<file path="config.mk">
export PLATFORM = sky130hd
export DESIGN_NAME = soi_event_capture
export DESIGN_NICKNAME = d
export VERILOG_FILES = /design/src/rtl/soi_event_capture.sv
export SDC_FILE = /design/constraint.sdc
export NUM_CORES = 1
export LEC_CHECK = 0
export ABC_CLOCK_PERIOD_IN_PS = 4140
export BUFFER_PORTS_ARGS = -buffer_cell sky130_fd_sc_hd__buf_2
export CELL_PAD_IN_SITES_DETAIL_PLACEMENT = 1
export CELL_PAD_IN_SITES_GLOBAL_PLACEMENT = 2
export CORE_MARGIN = 3
export CORE_UTILIZATION = 45
export DETAILED_ROUTE_END_ITERATION = 6
export PLACE_DENSITY = 0.76
export SYNTH_ARGS = -nofsm -noshare
export SYNTH_HDL_FRONTEND = slang
export SYNTH_SLANG_ARGS = --single-unit
export TNS_END_PERCENT = 10
</file>
<file path="constraint.sdc">
create_clock -name clk -period 4.14 [get_ports clk]
set_clock_uncertainty 0.05 [all_clocks]
set_input_delay 0.621 -clock clk [delete_from_list [all_inputs] [get_ports clk]]
set_output_delay 0.621 -clock clk [all_outputs]
set_load 0.05 [all_outputs]
</file>
<file path="src/rtl/soi_event_capture.sv">
// soi_event_capture: timestamps every level change of a 1-bit signal of interest
// and queues {level, timestamp} records in a first-word fall-through FIFO that the
// host drains with a valid/ready pop. Also keeps a saturating toggle count and a
// sticky overflow flag for events lost to a full FIFO.
//
// Optional feature: define SOI_FORCE_EN to add the host override path
// (force_en_i, force_val_i, soi_o). Without it the observed level is soi_i.
module soi_event_capture #(
  parameter int TS_W  = 16,
  parameter int DEPTH = 8,
  parameter int CNT_W = 16
) (
  input  logic                     clk,
  input  logic                     rst_n,
  input  logic                     soi_i,
  input  logic                     cap_en_i,
  input  logic                     clear_i,
  output logic                     ev_valid_o,
  input  logic                     ev_ready_i,
  output logic                     ev_level_o,
  output logic [TS_W-1:0]          ev_ts_o,
  output logic [$clog2(DEPTH):0]   fill_o,
  output logic [CNT_W-1:0]         toggle_cnt_o,
  output logic                     overflow_o
`ifdef SOI_FORCE_EN
  ,
  input  logic                     force_en_i,
  input  logic                     force_val_i,
  output logic                     soi_o
`endif
);

  localparam int AW = $clog2(DEPTH);
  localparam logic [TS_W-1:0]  TS_ONE  = TS_W'(1);
  localparam logic [AW:0]      PTR_ONE = (AW+1)'(1);
  localparam logic [CNT_W-1:0] CNT_ONE = CNT_W'(1);
  localparam logic [CNT_W-1:0] CNT_MAX = '1;

  logic [TS_W-1:0]  ts;
  logic             soi_eff;
  logic             soi_q;
  logic             primed;
  logic             event_det;

  // Pointers carry one extra MSB so full and empty are distinguishable
  logic [AW:0]      wptr;
  logic [AW:0]      rptr;
  logic [TS_W:0]    mem [DEPTH];
  logic [TS_W:0]    head;
  logic             empty;
  logic             full;
  logic             pop;
  logic             push;
  logic             drop;

  // Last presented head, shown while the FIFO is empty
  logic             hold_level;
  logic [TS_W-1:0]  hold_ts;

`ifdef SOI_FORCE_EN
  assign soi_eff = force_en_i ? force_val_i : soi_i;
  assign soi_o   = soi_eff;
`else
  assign soi_eff = soi_i;
`endif

  assign event_det = cap_en_i && primed && (soi_eff != soi_q);

  assign empty = (wptr == rptr);
  assign full  = (wptr[AW] != rptr[AW]) && (wptr[AW-1:0] == rptr[AW-1:0]);
  assign head  = mem[rptr[AW-1:0]];

  // clear_i overrides every push and pop in its cycle
  assign pop  = !clear_i && !empty && ev_ready_i;
  assign push = !clear_i && event_det && (!full || pop);
  assign drop = !clear_i && event_det && full && !pop;

  assign ev_valid_o = !empty;
  assign ev_level_o = empty ? hold_level : head[TS_W];
  assign ev_ts_o    = empty ? hold_ts    : head[TS_W-1:0];
  assign fill_o     = wptr - rptr;

  // Free-running timestamp, wraps naturally
  always_ff @(posedge clk or negedge rst_n) begin
    if (!rst_n) begin
      ts <= '0;
    end else begin
      ts <= ts + TS_ONE;
    end
  end

  // Previous sample tracks even while capture is disabled; primed masks the first sample
  always_ff @(posedge clk or negedge rst_n) begin
    if (!rst_n) begin
      soi_q  <= 1'b0;
      primed <= 1'b0;
    end else begin
      soi_q  <= soi_eff;
      primed <= 1'b1;
    end
  end

  // Record storage; contents are only read while the matching slot is occupied
  always_ff @(posedge clk) begin
    if (push) begin
      mem[wptr[AW-1:0]] <= {soi_eff, ts};
    end
  end

  // FIFO pointers; a push into a full FIFO with a pop reuses the slot being freed
  always_ff @(posedge clk or negedge rst_n) begin
    if (!rst_n) begin
      wptr <= '0;
      rptr <= '0;
    end else if (clear_i) begin
      wptr <= '0;
      rptr <= '0;
    end else begin
      if (push) wptr <= wptr + PTR_ONE;
      if (pop)  rptr <= rptr + PTR_ONE;
    end
  end

  // Capture the head each cycle it is presented so outputs hold once the FIFO drains
  always_ff @(posedge clk or negedge rst_n) begin
    if (!rst_n) begin
      hold_level <= 1'b0;
      hold_ts    <= '0;
    end else if (!empty) begin
      hold_level <= head[TS_W];
      hold_ts    <= head[TS_W-1:0];
    end
  end

  // Saturating event count; dropped events still count
  always_ff @(posedge clk or negedge rst_n) begin
    if (!rst_n) begin
      toggle_cnt_o <= '0;
    end else if (clear_i) begin
      toggle_cnt_o <= '0;
    end else if (event_det && (toggle_cnt_o != CNT_MAX)) begin
      toggle_cnt_o <= toggle_cnt_o + CNT_ONE;
    end
  end

  // Sticky flag for records lost to a full FIFO
  always_ff @(posedge clk or negedge rst_n) begin
    if (!rst_n) begin
      overflow_o <= 1'b0;
    end else if (clear_i) begin
      overflow_o <= 1'b0;
    end else if (drop) begin
      overflow_o <= 1'b1;
    end
  end

endmodule

</file>
==> results.json <==
{
  "status": "finished, final reports clean",
  "finalMaxSlewViolations": 0,
  "grt_pass1_vias": 4794,
  "p_leak_uw": 0.003372,
  "place_area_sq_um": 8546,
  "max_slew.worst_pin.slew_ns": 1.048,
  "max_freq_ghz": 0.2914,
  "synth_fp_nets": 501,
  "ios": 45,
  "place_hpwl_microns": 10940,
  "setup_viol": 0,
  "route.detailed.drc": 0,
  "via_count": 4388,
  "fp.dieH_microns": 139.1,
  "dr.pass1.iters": 4,
  "ys_types": 46,
  "maxCapViolCount": 0,
  "worstPathCellList": "ha_1 -> nand3_1 -> nor2_2 -> buf_4 -> o21ai_0 -> buf_2",
  "postCtsSetupBuffers": 0,
  "yosys_warnings": 0,
  "antenna_found_initial": 0,
  "final_net_count": 565,
  "cts_made_buffers": 17,
  "design_area_sq_um": 9104,
  "grt_first_pass_wirelength_microns": 27990,
  "peakVddDrop_uv": 322.7,
  "cp-end-kind": "output pin",
  "num_rows": 48,
  "post-place-ws_ns": 1.116,
  "finalWirelength_microns": 17210,
  "min_path_type": "in2async",
  "slowest_delay_ns": 0.83,
  "critPathKind": "reg2out",
  "synth.yosys.seq_area_share_pct": 70.03,
  "cts_tree": "yes",
  "hold_viol": 0,
  "crit_path_start": "rptr[0]$_DFFE_PN0P_",
  "die_w_microns": 139.1,
  "grt_max_degree": 39,
  "synth_edf_count": 136,
  "portBuffers": 44,
  "finalCriticalPeriod_ns": 3.431,
  "cp_max_fo": 22,
  "mostFrequentLayoutCells": "edfxtp_1, dfrtp_1, buf_2",
  "r2r_start": "rptr[0]$_DFFE_PN0P_",
  "ctsHoldBuffers": 0,
  "worst_slack_ns": 0.7087,
  "post_cts_resized": 0,
  "cp_slowest_cell": "dfrtp_2",
  "path_buf_inv": 2,
  "tns_ns": 0,
  "cp_top_family": "flip-flops",
  "final_common_cell": "edfxtp_1",
  "dieArea_sq_um": 19360,
  "coreArea_sq_um": 17300,
  "grt_usage_pct": 18.94,
  "cts-htree-levels": 4,
  "async_flop_share_pct": 30.61,
  "antennaDiodeCount": 0,
  "clockBufferDepth": 2,
  "gp_congestion": 0.7696,
  "p_per_area_nw_per_um2": 485.5,
  "synth_ff_type": "edfxtp_1",
  "synth-seq-cells": 196,
  "maxSlewHeadroom_pct": 29.92,
  "clk_pin_slew_ns": 0.07,
  "drt_iter0_drc": 293,
  "syn_inst": 487,
  "required_ns": 3.47,
  "grt-ovfl-total": 0,
  "drive_gt1_share_pct": 25.53,
  "ant_nets": 0,
  "cts.sinks": 196,
  "clock_latency_ns": 0.43,
  "clockRootBuffer": "clkbuf_16",
  "fin_hold_ws_ns": 0.1636,
  "fin_crit_sh_pct": 82.88,
  "wire_per_inst_microns": 21.81,
  "worstSetupStartpointType": "flop",
  "grt_setup_unrepaired": "false",
  "syn_area_sq_um": 7975,
  "syn_to_final_growth_pct": 14.15,
  "stdcell_count": 789,
  "post-place-cells": 757,
  "start_util_pct": 46.11,
  "via_per_inst": 5.561,
  "worstPathArrival_ns": 2.76,
  "syn_area_per_cell_sq_um": 16.38
}
## sequential cells by signal, indices dropped and copies added, names as in the netlist
name,flops
hold_level,1
hold_ts,16
mem,136
overflow_o,1
primed,1
rptr,4
soi_q,1
toggle_cnt_o,16
ts,16
wptr,4
## per-layer routing
metal,vias up,track usage (%),routed length (microns)
met3,9,4.207,418
met5,-,0,0
met1,2323,26.36,8093
met4,0,4.480,99
met2,48,30.89,8599
li1,2008,-,-
## cell type report
type / instances / area [sq um]
clock buffer: 18 / 429.2
multi-input combinational: 259 / 2262
fill: 1661 / 8193
tap: 225 / 281.5
clock inverter: 14 / 128.9
inverter: 14 / 52.55
timing repair buffer: 63 / 362.8
sequential: 196 / 5587
## through the flow
stage | power [uW] | util [%]
3_3_place_gp | 2890 | 49.41
5_1_grt | 4613 | 52.63
2_1_floorplan | 2738 | -
6_report | 4420 | 52.63
3_5_place_dp | 2912 | 49.41
4_1_cts | 4470 | 52.63
## logic make-up (layout without fill, tap and decap cells)
kind of cell,count (synthesis),after routing,synth area share [%]
compound gates,53,53,3.938
fa+ha+maj,8,8,1.349
buf+inv,32,109,1.757
xor+xnor,21,21,2.494
mux,57,57,12.55
other cells,1,1,0.04702
flops,196,196,70.03
simple gates,119,119,7.829
## worst paths after layout
check | endpoint | slack [ns] | cells after the start
max | ev_ts_o[8] | 0.71 | 6
min | toggle_cnt_o[15]$_DFFE_PN0P_ | 0.16 | 1
max reg2reg | mem[6][6]$_DFFE_PP_ | 1.29 | 6
min reg2reg | hold_ts[4]$_DFF_PN0_ | 0.44 | 2
max in group asynchronous | rptr[0]$_DFFE_PN0P_ | 2.89 | 2
min in group clk | soi_q$_DFF_PN0_ | 0.37 | 1
## cells in the mapped netlist, types with 2 or more instances
cell	count	area [sq um]
nor2b_1	4	25.02
buf_4	4	30.03
nand2_1	32	120.1
nand4_1	12	75.07
o21ai_0	23	115.1
and4_1	3	26.28
o31ai_1	7	52.55
and2_1	2	12.51
nor2_1	22	82.58
clkbuf_1	9	33.78
inv_1	12	45.04
or2_2	2	12.51
xor2_1	9	78.83
edfxtp_1	136	4084
xor2_2	2	32.53
nor3_1	5	25.02
nor4_1	3	18.77
or4_1	4	30.03
and3_1	6	37.54
mux4_2	34	765.7
mux2_2	4	45.04
mux2i_1	19	190.2
xnor2_1	10	87.58
buf_2	4	20.02
nand3_1	12	60.06
o41ai_1	2	17.52
or3_1	6	37.54
dfrtp_1	60	1501
a21oi_1	13	65.06
o311ai_0	2	17.52
ha_1	7	87.58
o211ai_1	3	22.52
## report_power, final
part | switching, uW | total [uW] | internal, uW
clock | 723 | 1560 | 837
combinational | 499 | 665 | 166
sequential | 38.7 | 2200 | 2160
total | 1260 | 4420 | 3160
Power figures use the tool's default switching activity.
